$ cat config.mk
export PLATFORM = sky130hd
export DESIGN_NAME = ws2812b_driver
export DESIGN_NICKNAME = d
export VERILOG_FILES = /design/src/rtl/ws2812b_pkg.sv /design/src/rtl/ws2812b_bit_timer.sv /design/src/rtl/ws2812b_driver.sv
export SDC_FILE = /design/constraint.sdc
export NUM_CORES = 1
export LEC_CHECK = 0
export ABC_AREA = 1
export BUFFER_PORTS_ARGS = -buffer_cell sky130_fd_sc_hd__buf_2
export CAP_MARGIN = 10
export CORE_UTILIZATION = 55
export CTS_CLUSTER_DIAMETER = 150
export DETAILED_ROUTE_END_ITERATION = 8
export PLACE_DENSITY = 0.76
export SYNTH_ARGS = -nofsm -noshare
export SYNTH_HDL_FRONTEND = slang
export SYNTH_HIERARCHICAL = 1
export SYNTH_SLANG_ARGS = --single-unit
$ cat constraint.sdc
create_clock -name clk20 -period 8.3 [get_ports clk20]
set_input_delay 2.075 -clock clk20 [delete_from_list [all_inputs] [get_ports clk20]]
set_output_delay 2.075 -clock clk20 [all_outputs]
set_load 0.02 [all_outputs]
$ cat src/rtl/ws2812b_pkg.sv
// ----------------------------------------------------------------------------
// ws2812b_pkg
//
// Shared definitions for the WS2812B serial driver:
//   - state_t      : driver FSM states (IDLE, HIGH, LOW, LATCH)
//   - *_DEF        : default bit/latch timing in 20 MHz clock cycles
//   - rgb_to_grb() : reorders a {R,G,B} pixel into WS2812B wire order {G,R,B}
//   - max_u()      : constant-foldable max, used to size the phase counter
// ----------------------------------------------------------------------------
package ws2812b_pkg;

  typedef enum logic [1:0] {
    IDLE  = 2'd0,
    HIGH  = 2'd1,
    LOW   = 2'd2,
    LATCH = 2'd3
  } state_t;

  // 50 ns per cycle at 20 MHz.
  localparam int unsigned T0H_DEF          = 8;     // 400 ns
  localparam int unsigned T0L_DEF          = 17;    // 850 ns
  localparam int unsigned T1H_DEF          = 16;    // 800 ns
  localparam int unsigned T1L_DEF          = 9;     // 450 ns
  localparam int unsigned RESET_CYCLES_DEF = 1200;  // 60 us latch gap

  localparam int unsigned PIXEL_BITS = 24;

  // The strip expects green first, then red, then blue, each MSB first.
  function automatic logic [23:0] rgb_to_grb(input logic [23:0] rgb);
    return {rgb[15:8], rgb[23:16], rgb[7:0]};
  endfunction

  function automatic int unsigned max_u(input int unsigned a, input int unsigned b);
    return (a > b) ? a : b;
  endfunction

endpackage

$ cat src/rtl/ws2812b_bit_timer.sv
// ----------------------------------------------------------------------------
// ws2812b_bit_timer
//
// Phase timer for the WS2812B driver. A load of N makes `done` assert during
// the N-th cycle after the load edge, so a controller that advances on `done`
// spends exactly N cycles in the phase it just started. Reloading on the same
// edge that `done` is seen chains phases with no gap cycles.
//
// Ports:
//   clk      in   clock, rising edge
//   rst_n    in   asynchronous active-low reset
//   load     in   start a new phase of load_val cycles (load_val >= 1)
//   load_val in   phase length in cycles
//   done     out  high in the last cycle of the running phase
// ----------------------------------------------------------------------------
module ws2812b_bit_timer #(
  parameter int unsigned CW = 11
) (
  input  logic          clk,
  input  logic          rst_n,
  input  logic          load,
  input  logic [CW-1:0] load_val,
  output logic          done
);

  logic [CW-1:0] cnt_q;
  logic          active_q;

  // The count holds "cycles remaining after this one", hence the -1 on load.
  always_ff @(posedge clk or negedge rst_n) begin
    if (!rst_n) begin
      cnt_q    <= '0;
      active_q <= 1'b0;
    end else if (load) begin
      cnt_q    <= load_val - CW'(1);
      active_q <= 1'b1;
    end else if (active_q) begin
      if (cnt_q == '0) begin
        active_q <= 1'b0;
      end else begin
        cnt_q <= cnt_q - CW'(1);
      end
    end
  end

  // Gated by active_q so an expired, un-reloaded timer does not keep firing.
  assign done = active_q && (cnt_q == '0);

endmodule

$ cat src/rtl/ws2812b_driver.sv
// ----------------------------------------------------------------------------
// ws2812b_driver
//
// Single-channel WS2812B serialiser, 20 MHz. Accepts one {R,G,B} pixel per
// valid/ready handshake and drives it onto the NRZ line in G,R,B order, MSB
// first. When the pixel was presented with latch=1, the line is then held low
// for RESET_CYCLES so the strip displays the shifted frame.
//
// Handshake: a pixel transfers on a rising clk20 edge where valid && ready.
// ready is high only in IDLE; the source must hold valid/data_in/latch stable
// until that edge, and anything presented while ready=0 is ignored.
//
// Ports:
//   clk20     in   20 MHz clock, rising edge
//   reset     in   asynchronous active-low reset
//   data_in   in   pixel {R[23:16], G[15:8], B[7:0]}
//   valid     in   data_in/latch presented
//   latch     in   emit latch gap after this pixel
//   ready     out  pixel accepted on this cycle's edge if valid
//   dout      out  serial line to strip DIN
//   state_dbg out  current FSM state (observation only)
//
// Build option: define WS2812B_DOUT_INVERT_EN to drive dout as the inverse
// of the line (idles high) for an inverting level shifter. Internal state
// and timing do not change.
// ----------------------------------------------------------------------------
module ws2812b_driver
  import ws2812b_pkg::*;
#(
  parameter int unsigned T0H          = T0H_DEF,
  parameter int unsigned T0L          = T0L_DEF,
  parameter int unsigned T1H          = T1H_DEF,
  parameter int unsigned T1L          = T1L_DEF,
  parameter int unsigned RESET_CYCLES = RESET_CYCLES_DEF
) (
  input  logic        clk20,
  input  logic        reset,
  input  logic [23:0] data_in,
  input  logic        valid,
  input  logic        latch,
  output logic        ready,
  output logic        dout,
  output state_t      state_dbg
);

  localparam int unsigned BIT_MAX = max_u(T0H + T0L, T1H + T1L);
  localparam int unsigned CNT_MAX = max_u(BIT_MAX, RESET_CYCLES);
  localparam int unsigned CW      = $clog2(CNT_MAX + 1);

  function automatic logic [CW-1:0] high_cycles(input logic b);
    return b ? CW'(T1H) : CW'(T0H);
  endfunction

  function automatic logic [CW-1:0] low_cycles(input logic b);
    return b ? CW'(T1L) : CW'(T0L);
  endfunction

  state_t        state_q, state_n;
  logic [23:0]   shift_q;
  logic [4:0]    idx_q;
  logic          latch_q;
  logic          line_q;

  logic          tmr_load;
  logic [CW-1:0] tmr_val;
  logic          tmr_done;
  logic          do_accept;
  logic          do_shift;
  logic [23:0]   grb_in;

  assign grb_in = rgb_to_grb(data_in);
  assign ready  = (state_q == IDLE);

  ws2812b_bit_timer #(
    .CW (CW)
  ) u_timer (
    .clk      (clk20),
    .rst_n    (reset),
    .load     (tmr_load),
    .load_val (tmr_val),
    .done     (tmr_done)
  );

  // FSM state register.
  always_ff @(posedge clk20 or negedge reset) begin
    if (!reset) begin
      state_q <= IDLE;
    end else begin
      state_q <= state_n;
    end
  end

  // Next state and phase-timer control. Every transition that starts a timed
  // phase reloads the timer on the same edge, so phases abut exactly.
  always_comb begin
    state_n   = state_q;
    tmr_load  = 1'b0;
    tmr_val   = '0;
    do_accept = 1'b0;
    do_shift  = 1'b0;
    case (state_q)
      IDLE: begin
        if (valid && ready) begin
          do_accept = 1'b1;
          tmr_load  = 1'b1;
          tmr_val   = high_cycles(grb_in[23]);
          state_n   = HIGH;
        end
      end
      HIGH: begin
        if (tmr_done) begin
          tmr_load = 1'b1;
          tmr_val  = low_cycles(shift_q[23]);
          state_n  = LOW;
        end
      end
      LOW: begin
        if (tmr_done) begin
          if (idx_q != 5'd0) begin
            // shift_q[22] becomes the MSB on this edge.
            do_shift = 1'b1;
            tmr_load = 1'b1;
            tmr_val  = high_cycles(shift_q[22]);
            state_n  = HIGH;
          end else if (latch_q) begin
            tmr_load = 1'b1;
            tmr_val  = CW'(RESET_CYCLES);
            state_n  = LATCH;
          end else begin
            state_n = IDLE;
          end
        end
      end
      LATCH: begin
        if (tmr_done) begin
          state_n = IDLE;
        end
      end
      default: begin
        state_n = IDLE;
      end
    endcase
  end

  // Pixel datapath.
  always_ff @(posedge clk20 or negedge reset) begin
    if (!reset) begin
      shift_q <= '0;
      idx_q   <= '0;
      latch_q <= 1'b0;
    end else if (do_accept) begin
      shift_q <= grb_in;
      idx_q   <= 5'(PIXEL_BITS - 1);
      latch_q <= latch;
    end else if (do_shift) begin
      shift_q <= {shift_q[22:0], 1'b0};
      idx_q   <= idx_q - 5'd1;
    end
  end

  // Registered line level keeps the pin free of decode glitches; it follows
  // the state, so dout rises in the cycle after acceptance.
  always_ff @(posedge clk20 or negedge reset) begin
    if (!reset) begin
      line_q <= 1'b0;
    end else begin
      line_q <= (state_n == HIGH);
    end
  end

`ifdef WS2812B_DOUT_INVERT_EN
  assign dout = ~line_q;
`else
  assign dout = line_q;
`endif

  assign state_dbg = state_q;

endmodule

==> impl_metrics.py, run 1 <==
metrics = {
    "outcome": {
        "status": "finished clean",
    },
    "worst_setup_path": {
        "crit_start": "valid",
        "rrSetupSlack_ns": 4.49,
        "path_max_fanout": 57,
        "max_stage_delay_ns": 0.75,
        "slowest_stage": "nand4_1",
        "end_kind": "register",
        "crit_type": "in2reg",
        "startpoint_type": "input port",
        "crit_cells": 12,
        "r2r_cells": 14,
        "endpoint": "u_timer/cnt_q[10]",
        "required_ns": 8.48,
        "crit_path_cell_trace": "buf_2 -> nand2_2 -> nand4_1 -> inv_2 -> nand2_1 -> nand2_2 -> ha_1 -> nand3_4 -> nor2_4 -> nand3_1 -> nand3_1 -> nand2_1",
        "path_buf_inv": 2,
        "r2r_end": "u_timer/cnt_q[1]",
        "crit_family": "simple AND/OR/NAND/NOR gates",
        "reg2reg_from": "u_timer/cnt_q[6]",
        "cp.arrival_ns": 4.97,
    },
    "die": {
        "die_w_um": 73.5,
        "rows": 25,
        "die_h_um": 73.5,
        "die_area_mm2": 0.00539,
        "start_util": 0.583,
        "io-pin-count": 32,
        "core_area_mm2": 0.00482,
    },
    "sta": {
        "min_period_ns": 4.78,
        "finClkSkew_ns": 0.0108,
        "tightest_slew_ns": 0.978,
        "slew_headroom": 0.345,
        "rsz0062_at_grt": "no",
        "fmax_ghz": 0.209,
        "setup_tns_ns": 0,
        "slew_violations": 0,
        "hold_viol": 0,
        "fin_crit_sh": 0.576,
        "setup_viol": 0,
    },
    "clock_tree": {
        "clock_path_buffers": 2,
        "numClockSinks": 45,
        "ctsHtreeMaxLevel": 2,
        "postCtsSetupRepairBufs": 0,
        "cts_tree": "built",
        "cts_resized": 0,
        "clk_pin_slew_ns": 0.08,
        "clockRootBuffer": "clkbuf_8",
        "postCtsHoldBufs": 0,
        "cts_buffers": 5,
        "clk_latency_ns": 0.30,
    },
    "final_layout": {
        "area_growth_pct": 6.28,
        "n_fill_cell": 447,
        "finalNonFillerCells": 456,
        "register_area_mm2": 0.00113,
        "final_cell_mix": "107 x nand2_1, 66 x nand3_1, 45 x dfrtp_1, 36 x inv_1, 31 x buf_2",
        "final_common_cell": "nand2_1",
        "drive_above_1_share": 0.198,
        "multi_input_area_mm2": 0.00137,
        "antenna_cells": 0,
        "nets": 419,
    },
    "pwr": {
        "ir_drop_mv": 0.107,
        "total_leakage_power_nw": 1.53,
        "p_per_area_mw_per_mm2": 166,
    },
    "placed_design": {
        "place_hpwl_um": 3670,
        "dpl.cell_count": 448,
        "io_buffers": 31,
        "gp_congestion": 0.897,
    },
    "detailed_routing": {
        "drc_errors": 0,
        "ant_nets": 0,
        "viasPerCell": 5.07,
        "drt_iter0_drc": 116,
        "routed_wirelength_um": 5310,
        "wl_per_cell_um": 11.7,
        "drt_pass1_iterations": 5,
        "vias": 2313,
    },
    "run": {
        "cap_viol_max_count": 0,
    },
    "yosys": {
        "syn-cell-area_mm2": 0.00281,
        "ys_seq_area_frac": 0.401,
        "yosysWarnings": 6,
        "ys_types": 28,
        "ys_ff_latch": 45,
        "synth_cells": 364,
        "syn_area_per_cell_um2": 7.71,
    },
    "global_route": {
        "track_usage": 0.225,
        "grt_pass1_vias": 2084,
        "antenna_found_initial": 0,
        "overflow": 0,
        "grt_pass1_wl_um": 9430,
        "grt_max_degree": 58,
    },
    "min_path": {
        "hold_path_class": "reg2reg",
        "hold_start": "u_timer/cnt_q[7]",
    },
}
==> power breakdown <==
| group | leakage [nW] | internal (W) | switching (W) | total, W |
|---|---|---|---|---|
| logic | 0.926 | 0.0000357 | 0.0000712 | 0.000107 |
| registers | 0.550 | 0.000235 | 0.0000126 | 0.000248 |
| clock network | 0.0512 | 0.0000675 | 0.0000743 | 0.000142 |
| total | 1.53 | 0.000338 | 0.000158 | 0.000496 |
==> cell type report <==
type	instances	share of cell area
Multi-Input combinational cell	264	0.459
Sequential cell	45	0.377
Timing Repair Buffer	31	0.0520
Inverter	41	0.0516
Tap cell	67	0.0281
Clock buffer	6	0.0277
Clock inverter	2	0.00461
==> kinds of logic after synthesis <==
logic type               synth area share
AO/OA/AOI/OAI                      0.0339
other                             0.00134
buffers and inverters               0.117
XOR/XNOR                          0.00936
flip-flops                          0.401
AND/OR/NAND/NOR                     0.424
adder cells (fa/ha/maj)            0.0134
==> tightest hold or removal path: stages, from the launching register on <==
cell	delay (ns)
dfrtp_1	0.35
nand2_1	0.05
nand2_1	0.06
==> state kept, by name, indices dropped and copies added (netlist names) <==
register / count
dout: 1
idx_q: 5
u_timer/active_q: 1
state_dbg: 2
latch_q: 1
u_timer/cnt_q: 11
shift_q: 24
==> worst min-delay path by stage <==
| stage | end | slack, ns | cells past startpoint |
|---|---|---|---|
| final | u_timer/cnt_q[7] | 0.49 | 2 |
| after global routing | u_timer/cnt_q[7] | 0.52 | 2 |
| after CTS | u_timer/cnt_q[7] | 0.49 | 2 |
| after global placement | u_timer/cnt_q[7] | 0.46 | 2 |
| after floorplan | u_timer/cnt_q[7] | 0.45 | 2 |
| after detailed placement | u_timer/cnt_q[7] | 0.47 | 2 |
==> stage by stage <==
step | hold slack [ns] | setup WS [ns] | util | power (W) | area [µm²]
after floorplan | 0.449 | 4.51 | - | 0.000329 | 2820
after global placement | 0.465 | 3.34 | 0.599 | 0.000358 | 2890
after detailed placement | 0.471 | 3.20 | 0.599 | 0.000358 | 2890
after CTS | 0.491 | 3.51 | 0.619 | 0.000501 | 2980
after global routing | 0.516 | 3.21 | 0.619 | 0.000525 | 2980
final | 0.487 | 3.52 | 0.619 | 0.000496 | 2980
==> layer usage <==
layer | share of wire | wire (µm) | GRT usage | vias to the layer above
met4 | 0.013 | 68 | 0.0641 | 0
met3 | 0.037 | 198 | 0.0480 | 6
met1 | 0.50 | 2680 | 0.318 | 1049
met5 | 0 | 0 | 0 | -
li1 | - | - | - | 1218
met2 | 0.45 | 2370 | 0.349 | 40
==> cells in the mapped netlist <==
cell	number	area, µm²
nand2_1	107	402
nand3_1	66	330
dfrtp_1	45	1130
inv_1	36	135
nand4_1	24	150
nor2_1	10	37.5
nand2_2	9	56.3
o21ai_0	9	45.0
buf_6	8	90.1
nand2_4	6	67.6
buf_2	5	25.0
inv_2	5	18.8
nor2_2	5	31.3
nor2_4	5	56.3
o21ai_2	4	35.0
ha_1	3	37.5
buf_4	2	15.0
buf_8	2	30.0
nand3_4	2	35.0
or2_2	2	12.5
xor2_1	2	17.5
a21boi_1	1	7.51
clkbuf_8	1	13.8
conb_1	1	3.75
nand3b_1	1	7.51
nor3_1	1	5.00
o21bai_1	1	7.51
xnor2_1	1	8.76
No activity file was read; power rests on OpenSTA's default activity.
==> run 2: changes to the inputs <==
Clock period 8.3 ns to 4.5 ns, I/O delays scaled along.
==> run 2 against run 1 <==
  * Count of clock-buffer cells in the layout unchanged
  * Worst hold slack got worse by 0.0021 ns
  * Global-route usage up 0.15 points
  * Total power increased by 93%
  * Die area stayed put
  * Via count grew 2.7%
  * Largest cell class unchanged
  * Largest power group unchanged
==> impl_metrics.py, run 2 (synthesis gave the netlist of run 1 again) <==
metrics = {
    "outcome": {
        "status": "finished clean",
    },
    "detailed_routing": {
        "wl_per_cell_um": 11.8,
        "viasPerCell": 5.17,
        "routed_wirelength_um": 5410,
        "drt_iter0_drc": 178,
        "drc_errors": 0,
        "vias": 2375,
        "ant_nets": 0,
        "drt_pass1_iterations": 4,
    },
    "min_path": {
        "hold_start": "u_timer/cnt_q[7]",
        "hold_path_class": "reg2reg",
    },
    "global_route": {
        "track_usage": 0.227,
        "grt_pass1_wl_um": 9570,
        "overflow": 0,
        "grt_pass1_vias": 2207,
        "grt_max_degree": 46,
        "antenna_found_initial": 0,
    },
    "worst_setup_path": {
        "path_max_fanout": 28,
        "startpoint_type": "register",
        "end_kind": "register",
        "crit_start": "u_timer/cnt_q[8]",
        "cp.arrival_ns": 3.65,
        "required_ns": 4.69,
        "reg2reg_from": "u_timer/cnt_q[8]",
        "crit_type": "reg2reg",
    },
    "final_layout": {
        "largest_reg_flops": 24,
        "area_growth_pct": 7.62,
        "largest_registers": "shift_q (24), u_timer/cnt_q (11), idx_q (5)",
        "largest-register": "shift_q",
        "drive_above_1_share": 0.202,
        "final_cell_mix": "107 x nand2_1, 66 x nand3_1, 45 x dfrtp_1, 36 x inv_1, 31 x buf_2",
        "antenna_cells": 0,
        "nets": 422,
        "finalNonFillerCells": 459,
        "final_common_cell": "nand2_1",
    },
    "placed_design": {
        "dpl.cell_count": 451,
        "place_hpwl_um": 3820,
        "io_buffers": 31,
        "gp_congestion": 0.839,
        "preCtsSetupSlack_ns": 0.796,
    },
    "die": {
        "start_util": 0.583,
        "io-pin-count": 32,
        "die_w_um": 73.5,
        "die_area_mm2": 0.00539,
        "rows": 25,
        "die_h_um": 73.5,
        "core_area_mm2": 0.00482,
    },
    "clock_tree": {
        "clock_path_buffers": 2,
        "cts_buffers": 5,
        "cts_tree": "built",
        "numClockSinks": 45,
        "cts_resized": 0,
        "clk_pin_slew_ns": 0.08,
        "postCtsSetupRepairBufs": 0,
        "ctsHtreeMaxLevel": 2,
        "clockRootBuffer": "clkbuf_8",
        "postCtsHoldBufs": 0,
        "clk_latency_ns": 0.29,
    },
    "sta": {
        "setup_viol": 0,
        "slew_violations": 0,
        "worst_slack_ns": 1.04,
        "fin_crit_sh": 0.768,
        "finClkSkew_ns": 0.00764,
        "tightest_slew_ns": 0.981,
        "rsz0062_at_grt": "no",
        "slew_headroom": 0.346,
        "hold_viol": 0,
        "min_period_ns": 3.46,
        "fmax_ghz": 0.289,
        "setup_tns_ns": 0,
    },
    "run": {
        "cap_viol_max_count": 0,
    },
    "pwr": {
        "total_leakage_power_nw": 1.54,
        "p_per_area_mw_per_mm2": 317,
        "power_w": 0.000958,
        "ir_drop_mv": 0.162,
    },
}
run 2: cell type report:
cell class,count,area (µm²)
clock buffers,6,72.6
clock inverters,2,38.8
fillers,442,1800
inverters,41,154
multi-input cells,264,1370
flip-flops and latches,45,1130
well taps,67,83.8
repair buffers,34,178
run 2: worst paths after layout:
path | slack [ns] | depth (start not counted) | to
max | 1.04 | 20 | u_timer/cnt_q[8]
min | 0.49 | 2 | u_timer/cnt_q[7]
max reg2reg | 1.04 | 20 | u_timer/cnt_q[8]
min reg2reg | 0.49 | 2 | u_timer/cnt_q[7]
max in group asynchronous | 2.90 | 1 | shift_q[1]
min in group asynchronous | 0.99 | 1 | idx_q[1]
run 2: layer usage:
layer | track usage | vias up | wire length [µm]
met2 | 0.374 | 56 | 2430
met1 | 0.313 | 1095 | 2720
met3 | 0.0412 | 2 | 235
met4 | 0.0449 | 0 | 29
li1 | - | 1222 | -
met5 | 0 | - | 0
run 2: where the power goes:
part | internal [W] | switching, W
Sequential | 0.000434 | 0.0000224
Clock | 0.000167 | 0.000137
Combinational | 0.0000662 | 0.000132
Total | 0.000667 | 0.000292
run 2: stage by stage:
stage	hold WS, ns	utilization	cell area, µm²
global placement	0.464	0.604	2910
global route	0.512	0.627	3020
detailed placement	0.469	0.604	2910
CTS	0.491	0.627	3020
floorplan	0.449	-	2820
finish	0.485	0.627	3020
run 2: critical path, cell delays in order, from the launching register on:
cell and delay [ns]:
dfrtp_1 0.43, nor2_1 0.12, nand3_1 0.07, nor2_1 0.12
nand2_1 0.09, nor2_1 0.26, nand2_2 0.12, nor2_4 0.12
buf_4 0.31, nand2_1 0.13, nand4_1 0.54, inv_2 0.19
nand2_1 0.12, nand2_2 0.09, ha_1 0.24, nand3_4 0.12
nor2_4 0.05, nand2_1 0.05, nand2_1 0.05, nand3_1 0.07
nand2_1 0.05
==> run 3: changes to the inputs <==
Settings changed: CORE_UTILIZATION 55 to 53.
Clock period 4.5 ns to 2.9 ns, I/O delays scaled along.
==> run 3 against run 2 <==
  * Sequential share of layout area shrank 0.73 points
  * Worst hold slack got worse by 0.21 ns
  * Via count up 5.0%
  * Non-clock buffer count rose by 8
  * Register-to-register slack lost 0.73 ns
  * Critical path type unchanged
==> impl_metrics.py, run 3 (synthesis gave the netlist of run 1 again) <==
metrics = {
    "final_layout": {
        "drive_above_1_share": 0.228,
        "antenna_cells": 0,
        "largest_reg_flops": 24,
        "final_cell_mix": "106 x nand2_1, 66 x nand3_1, 45 x dfrtp_1, 36 x inv_1, 31 x buf_2",
        "area_growth_pct": 9.76,
        "largest_registers": "shift_q (24), u_timer/cnt_q (11), idx_q (5)",
        "fin_area_mm2": 0.00308,
        "final_common_cell": "nand2_1",
        "largest-register": "shift_q",
        "n_fill_cell": 462,
        "nets": 430,
    },
    "placed_design": {
        "place_area_mm2": 0.00297,
        "io_buffers": 31,
        "place_hpwl_um": 4010,
        "gp_congestion": 0.859,
    },
    "global_route": {
        "track_usage": 0.232,
        "grt_pass1_wl_um": 10000,
        "grt_pass1_vias": 2252,
        "grt_max_degree": 34,
        "antenna_found_initial": 0,
        "overflow": 0,
    },
    "pwr": {
        "p_per_area_mw_per_mm2": 474,
        "ir_drop_mv": 0.247,
        "total_leakage_power_nw": 1.58,
    },
    "clock_tree": {
        "numClockSinks": 45,
        "clockRootBuffer": "clkbuf_8",
        "clock_path_buffers": 2,
        "cts_buffers": 5,
        "postCtsHoldBufs": 0,
        "clk_latency_ns": 0.31,
        "cts_tree": "built",
        "clk_pin_slew_ns": 0.09,
        "ctsHtreeMaxLevel": 2,
    },
    "worst_setup_path": {
        "path_max_fanout": 5,
        "rrSetupSlack_ns": 0.31,
        "cp.arrival_ns": 2.80,
        "end_kind": "register",
        "r2r_cells": 17,
        "required_ns": 3.11,
        "reg2reg_from": "u_timer/cnt_q[8]",
        "crit_type": "reg2reg",
        "r2r_end": "u_timer/cnt_q[6]",
        "startpoint_type": "register",
    },
    "detailed_routing": {
        "routed_wirelength_um": 5810,
        "viasPerCell": 5.31,
        "ant_nets": 0,
        "vias": 2494,
        "drt_pass1_iterations": 5,
        "wl_per_cell_um": 12.4,
        "drt_iter0_drc": 257,
        "drc_errors": 0,
    },
    "die": {
        "rows": 26,
        "die_area_mm2": 0.00559,
        "die_w_um": 74.8,
        "start_util": 0.550,
        "io-pin-count": 32,
        "die_h_um": 74.8,
        "core_area_mm2": 0.00511,
    },
    "sta": {
        "timing.hold.ws_ns": 0.278,
        "slew_violations": 0,
        "fmax_ghz": 0.386,
        "finClkSkew_ns": 0.0148,
        "setup_tns_ns": 0,
        "fin_crit_sh": 0.893,
        "min_period_ns": 2.59,
        "rsz0062_at_grt": "no",
        "hold_viol": 0,
        "setup_viol": 0,
    },
    "min_path": {
        "hold_path_class": "in2async",
    },
    "outcome": {
        "status": "finished clean",
    },
    "run": {
        "cap_viol_max_count": 0,
    },
}
-- run 3: what timing repair did --
action / in CTS / in global routing
resized for setup: 0 / 3
setup buffers: 0 / 0
setup endpoints to repair: 0 / 7
-- run 3: worst max-delay path by stage --
stage                           from                 to  slack [ns]
floorplan           u_timer/cnt_q[8]  u_timer/cnt_q[10]        0.27
global placement    u_timer/cnt_q[8]   u_timer/cnt_q[7]        0.30
detailed placement  u_timer/cnt_q[8]   u_timer/cnt_q[7]        0.24
CTS                 u_timer/cnt_q[8]   u_timer/cnt_q[6]        0.19
global route        u_timer/cnt_q[8]   u_timer/cnt_q[6]        0.03
finish              u_timer/cnt_q[8]   u_timer/cnt_q[6]        0.31
-- run 3: metal layers --
layer | global-route usage | up-vias | part of all wire
met2 | 0.358 | 85 | 0.46
met5 | 0 | - | 0
met3 | 0.0509 | 12 | 0.054
met1 | 0.328 | 1154 | 0.47
met4 | 0.0692 | 0 | 0.015
li1 | - | 1243 | -
-- run 3: layout make-up --
class / instances / area [µm²] / area share
Multi-Input combinational cell: 264 / 1380 / 0.447
Inverter: 41 / 154 / 0.0499
Clock buffer: 6 / 82.6 / 0.0268
Timing Repair Buffer: 42 / 238 / 0.0771
Sequential cell: 45 / 1130 / 0.365
Tap cell: 70 / 87.6 / 0.0284
Clock inverter: 2 / 17.5 / 0.00568
-- run 3: per-stage QoR --
stage	setup slack (ns)	util	total power (W)	instances
finish	0.310	0.603	0.00146	470
global route	0.0270	0.603	0.00154	470
CTS	0.191	0.602	0.00146	470
detailed placement	0.241	0.582	0.00103	462
global placement	0.300	0.582	0.00102	462
floorplan	0.267	-	0.000942	368
-- run 3: critical path: stages, from the launching register on --
cell and delay (ns):
dfrtp_1 0.42, nor2_1 0.13, nand3_1 0.09, nor2_1 0.12
nand2_1 0.10, nor2_2 0.17, nand2_2 0.11, nor2_4 0.14
nand2_1 0.09, nand4_1 0.17, nand2_1 0.11, nand2_2 0.13
ha_2 0.23, nand3_4 0.11, o21ai_0 0.17, nand2_1 0.09
nand2_1 0.07, nand2_1 0.05
-- run 3: power breakdown --
group	internal (W)	switching [W]	total [W]
Clock	0.000198	0.000234	0.000432
Sequential	0.000673	0.0000300	0.000703
Combinational	0.000105	0.000220	0.000325
